===== src/rtl/issue_queue_if.sv =====
// Shared entry type and decode/issue-side interface for issue_queue.
//
// issue_queue_pkg::ISSUE_QUEUE_ELEMENT : one decoded instruction slot.
//
// issue_queue_if #(DEPTH) signals:
//   push_number   producer -> queue  entries written this cycle (0..2)
//   push_data     producer -> queue  [0] older, [1] younger entry
//   iq_stall      queue -> producer  back-pressure
//   issue_require queue -> consumer  [0] head, [1] head+1 (zero when absent)
//   iq_size       queue -> consumer  min(count, 2)
//   iq_pop_number consumer -> queue  entries consumed this cycle (0..2)
//   iq_count      queue -> consumer  true occupancy
// Modports: master = decode/issue side (testbench), slave = queue.
package issue_queue_pkg;
  typedef struct packed {
    logic [31:0] pc;
    logic [31:0] inst;
  } ISSUE_QUEUE_ELEMENT;
endpackage

interface issue_queue_if
  import issue_queue_pkg::*;
#(
  parameter int unsigned DEPTH = 8
);
  logic [1:0]                   push_number;
  ISSUE_QUEUE_ELEMENT [1:0]     push_data;
  logic                         iq_stall;
  ISSUE_QUEUE_ELEMENT [1:0]     issue_require;
  logic [1:0]                   iq_size;
  logic [1:0]                   iq_pop_number;
  logic [$clog2(DEPTH):0]       iq_count;

  modport master (
    output push_number, push_data, iq_pop_number,
    input  iq_stall, issue_require, iq_size, iq_count
  );

  modport slave (
    input  push_number, push_data, iq_pop_number,
    output iq_stall, issue_require, iq_size, iq_count
  );
endinterface


===== src/rtl/issue_queue.sv =====
// Dual-push / dual-pop circular FIFO between decode and issue.
// Decode writes up to two entries per cycle, issue sees the two oldest
// entries and pops 0..2 per cycle; flush empties the queue in one cycle.
//
// Ports:
//   clk    rising-edge clock
//   rst    asynchronous active-low reset
//   flush  synchronous clear, priority over push and pop
//   q      issue_queue_if.slave (push/pop handshake, status outputs)
module issue_queue
  import issue_queue_pkg::*;
#(
  parameter int unsigned DEPTH = 8
) (
  input  logic         clk,
  input  logic         rst,
  input  logic         flush,
  issue_queue_if.slave q
);

  localparam int unsigned AW = $clog2(DEPTH);
  localparam int unsigned CW = AW + 1;

  typedef logic [AW-1:0] ptr_t;
  typedef logic [CW-1:0] cnt_t;

  ptr_t               head_q, head_d;
  ptr_t               tail_q, tail_d;
  cnt_t               count_q, count_d;
  ISSUE_QUEUE_ELEMENT mem_q [DEPTH];

  ptr_t       head_p1, tail_p1;
  logic       stall;
  logic [1:0] size;
  logic [1:0] push_req, push_eff, pop_eff;
  logic       we0, we1;

  // Pointer arithmetic wraps naturally because DEPTH is a power of two.
  assign head_p1 = head_q + ptr_t'(1);
  assign tail_p1 = tail_q + ptr_t'(1);

  // Stall looks at registered count only, so two accepted entries always
  // fit even when nothing is popped this cycle.
  always_comb begin
    stall = (count_q > cnt_t'(DEPTH - 2));

    if (count_q >= cnt_t'(2)) size = 2'd2;
    else                      size = count_q[1:0];

    push_req = (q.push_number == 2'd3) ? 2'd2 : q.push_number;
    push_eff = stall ? 2'd0 : push_req;

    // Any request above the visible size (including 3) is clamped.
    pop_eff  = (q.iq_pop_number > size) ? size : q.iq_pop_number;
  end

  always_comb begin
    head_d  = head_q;
    tail_d  = tail_q;
    count_d = count_q;
    we0     = 1'b0;
    we1     = 1'b0;
    if (flush) begin
      head_d  = '0;
      tail_d  = '0;
      count_d = '0;
    end else begin
      we0     = (push_eff != 2'd0);
      we1     = (push_eff == 2'd2);
      head_d  = head_q + ptr_t'(pop_eff);
      tail_d  = tail_q + ptr_t'(push_eff);
      count_d = count_q + cnt_t'(push_eff) - cnt_t'(pop_eff);
    end
  end

  always_ff @(posedge clk or negedge rst) begin
    if (!rst) begin
      head_q  <= '0;
      tail_q  <= '0;
      count_q <= '0;
    end else begin
      head_q  <= head_d;
      tail_q  <= tail_d;
      count_q <= count_d;
    end
  end

  // Storage is not reset; entries beyond count are masked on the read side.
  always_ff @(posedge clk) begin
    if (we0) mem_q[tail_q]  <= q.push_data[0];
    if (we1) mem_q[tail_p1] <= q.push_data[1];
  end

  always_comb begin
    q.issue_require = '0;
    if (count_q >= cnt_t'(1)) q.issue_require[0] = mem_q[head_q];
    if (count_q >= cnt_t'(2)) q.issue_require[1] = mem_q[head_p1];
    q.iq_size  = size;
    q.iq_stall = stall;
    q.iq_count = count_q;
  end

endmodule


===== src/flat_wrapper.sv =====
// flat-port wrapper written by rule: the top's interface ports become plain ports
module issue_queue_flat import issue_queue_pkg::*;
#(
  parameter int unsigned DEPTH = 8
)
  (clk, rst, flush, q_push_number, q_push_data, q_iq_pop_number, q_iq_stall, q_issue_require, q_iq_size, q_iq_count);
  issue_queue_if #(.DEPTH(DEPTH)) q_i ();
  input  logic clk;
  input  logic rst;
  input  logic flush;
  input wire logic [$bits(q_i.push_number)-1:0] q_push_number;
  input wire logic [$bits(q_i.push_data)-1:0] q_push_data;
  input wire logic [$bits(q_i.iq_pop_number)-1:0] q_iq_pop_number;
  output wire logic [$bits(q_i.iq_stall)-1:0] q_iq_stall;
  output wire logic [$bits(q_i.issue_require)-1:0] q_issue_require;
  output wire logic [$bits(q_i.iq_size)-1:0] q_iq_size;
  output wire logic [$bits(q_i.iq_count)-1:0] q_iq_count;
  assign q_i.push_number = q_push_number;
  assign q_i.push_data = q_push_data;
  assign q_i.iq_pop_number = q_iq_pop_number;
  assign q_iq_stall = q_i.iq_stall;
  assign q_issue_require = q_i.issue_require;
  assign q_iq_size = q_i.iq_size;
  assign q_iq_count = q_i.iq_count;
  issue_queue #(.DEPTH(DEPTH)) u_core (.clk(clk), .rst(rst), .flush(flush), .q(q_i));
endmodule

===== config.mk =====
export PLATFORM = sky130hd
export DESIGN_NAME = issue_queue_flat
export DESIGN_NICKNAME = d
export VERILOG_FILES = /design/src/rtl/issue_queue_if.sv /design/src/rtl/issue_queue.sv /design/src/flat_wrapper.sv
export SDC_FILE = /design/constraint.sdc
export NUM_CORES = 1
export LEC_CHECK = 0
export CAP_MARGIN = 5
export CORE_UTILIZATION = 65
export CTS_BUF_LIST = sky130_fd_sc_hd__clkbuf_4 sky130_fd_sc_hd__clkbuf_8
export CTS_CLUSTER_DIAMETER = 120
export DETAILED_ROUTE_END_ITERATION = 7
export GPL_ROUTABILITY_DRIVEN = 0
export HOLD_SLACK_MARGIN = 0.12
export PLACE_DENSITY = 0.89
export SYNTH_ARGS = -nofsm -noshare
export SYNTH_HDL_FRONTEND = slang
export SYNTH_SLANG_ARGS = --single-unit

===== constraint.sdc =====
create_clock -name clk -period 9.7 [get_ports clk]
set_input_delay 1.455 -clock clk [delete_from_list [all_inputs] [get_ports clk]]
set_output_delay 1.455 -clock clk [all_outputs]
set_load 0.01 [all_outputs]

==> metrics <==
status finished clean; asr flop ratio synth 1.92%; count leader, synth edfxtp_1; Rel. slew slack 10.5%; CP Launch Type flip-flop; Max Fclk about 0.15 GHz; Peak VDD IR 0.317 mV; min Tclk post-route about 6.5 ns; placed insts 2421; post-CTS setup buffer count 0; Die X-Extent 216 um; CTS Sinks 522; Slew @ Worst Pin about 1.3 ns; DRT iter0 DRCs about 2400; Tot GR Track Use 34.8%; Mapped Area 29800 um^2; first-pass GRT wire length approximately 120000 um; CTS H-tree depth 3; sequential share of the synthesized area 52.4%; post-route non-filler standard cell count ~2600; final period utilization approximately two thirds; initial antenna violation count 13; Overflow after GRT 0; Synthesis Warnings 0; commonest cells in the netlist edfxtp_1 (512), mux2_2 (487), mux4_2 (256); Setup TNS 0 ns; largest net degree at the start of global routing 77; Post-Synthesis Cells 1663; Seq cells post-synth approximately 520; Worst-path clk slew 0.06 ns; vias in the first global route 19500; IO buf count 269; top_reg_cell synth edfxtp_1; Avg WL per Cell around 31 um; dpl hpwl 43700 um; CTS resizes 0; Worst Hold Class flip-flop to flip-flop; # nets final just over 2000; unique cell type count in the Yosys netlist 39; PwrDens about 280 nW/um^2; deepest clock path buffer count 3; Post-synth EDFFs between 500 and 600; Setup crit end kind output pin; WP data arrival 5.03 ns; Inserted Clock Buffers 87; core area 45300 um^2; Initial Utilization 65.9%; endpoints failing hold 0; vias after detailed routing 18600; Final ANT Viol Nets 0; WS Path Type flip-flop to output pin; layout cells sized above 1 47.1%; max cap viols 0; DRC Markers 0; Final setup viols 0; RSZ-0062 raised after global routing false; syn nets 1814; Worst Path Max Fanout 72; leading area contributor after synthesis edfxtp_1; P&R area growth vs syn 15.8%; clock root cell clkbuf_8; chip height 216 um; P_leak between 10 and 15 nW; Routed WL 81100 um; dominant cells by area after synthesis edfxtp_1 (52%), mux4_2 (19%), mux2_2 (18%); Via density 7.21; CTS tree built; site row count 78; Syn Area/Cell 17.9 um^2; Max Clock Skew roughly 0.034 ns; hold buffer count at cts 0; die area 46800 um^2; drt pass-1 iters 6; Slew Limit Fails 0; worst path required time 8.25 ns; clk_lat worst skew a little under 0.7 ns; share of the synthesized area in the top cell type 51.5%; IO Pins 270
-- worst max-delay path: stages (launching register included) --
cell	delay, ns
dfrtp_4	1.09
ha_4	1.00
buf_4	0.81
mux4_2	0.60
a22o_1	0.28
clkdlybuf4s50_1	0.48
-- per-layer routing --
layer	GRT usage, %	up-vias	share of wire (%)
li1	-	7595	-
met1	44.6	9526	36
met2	57.2	1302	50
met3	7.54	210	11
met4	16.1	10	3.5
met5	0	-	0.060
-- cells in the final DEF (no fill, tap or decap), types with 2 or more instances in the layout --
cell type	instances
a21oi_4	3
a22o_1	128
a22oi_1	2
a2bb2oi_1	3
and3_1	3
and3_4	4
buf_4	30
clkbuf_4	27
clkbuf_8	91
clkdlybuf4s50_1	269
clkinv_1	23
clkinv_2	14
clkinvlp_4	3
dfrtp_1	8
dfrtp_4	2
diode_2	7
edfxtp_1	512
fa_1	4
ha_1	11
inv_1	10
mux2_1	25
mux2_2	487
mux4_2	256
nand2_1	5
nand3_1	4
nand4b_1	2
nor2_1	9
nor2_4	7
nor2b_1	7
nor3_1	2
nor3_4	4
nor3b_1	2
xnor2_1	4
xor2_1	3
-- path summary, 6_finish.rpt --
check / from / to / slack (ns) / cells past startpoint
setup / recovery: u_core.head_q[1]$_DFF_PN0_ / q_issue_require[127] / 3.22 / 5
hold reg to reg: u_core.head_q[2]$_DFF_PN0_ / u_core.head_q[2]$_DFF_PN0_ / 0.69 / 2
min in group asynchronous: rst / u_core.head_q[0]$_DFF_PN0_ / 1.14 / 1
hold / removal: u_core.head_q[2]$_DFF_PN0_ / u_core.head_q[2]$_DFF_PN0_ / 0.69 / 2
setup reg to reg: u_core.q.iq_count[3]$_DFF_PN0_ / u_core.mem_q[4][34]$_DFFE_PP_ / 5.67 / 7
max in group asynchronous: rst / u_core.head_q[1]$_DFF_PN0_ / 8.18 / 1
-- report_power, final --
group          internal (mW)  total, mW  switching [mW]
Clock                  0.971       1.86           0.892
Combinational           2.45       4.66            2.22
Sequential              2.77       2.97           0.201
-- per-stage QoR --
step	power (mW)	util, %	cell area, um^2	hold WS [ns]	setup WS, ns
3_5_place_dp	7.63	72.6	32900	0.657	3.90
3_3_place_gp	7.53	72.6	32900	0.646	3.92
2_1_floorplan	5.76	-	29800	0.561	4.04
4_1_cts	9.49	76.2	34500	0.686	3.17
6_report	9.50	76.3	34500	0.689	3.22
5_1_grt	9.82	76.2	34500	0.723	3.03
-- logic make-up (layout without fill, tap and decap cells) --
group / Yosys count / count (layout) / share of synthesized area (%)
adders and majority gates: 16 / 16 / 0.772
DFF: 522 / 522 / 52.4
other: 0 / 7 / 0
xor gates and xnor gates: 7 / 7 / 0.206
AOI/OAI and AO/OA: 144 / 144 / 4.19
and+or+nand+nor: 54 / 54 / 1.09
buffers and inverters: 152 / 468 / 2.71
muxes: 768 / 768 / 38.7
-- state kept, by name (all words and copies together), names as in the netlist --
signal and flops:
u_core.mem_q 512, u_core.head_q 3, u_core.q.iq_count 4, u_core.tail_q 3
-- final cells by class --
type | count | area, um^2
well taps | 600 | 751
multi-input cells | 989 | 13500
flip-flops and latches | 522 | 15600
clock buffers | 118 | 1460
diodes | 7 | 17.5
repair buffers | 299 | 2920
fillers | 2604 | 10800
inverters | 11 | 41.3
clock inverters | 40 | 179
Power figures use the tool's default switching activity.
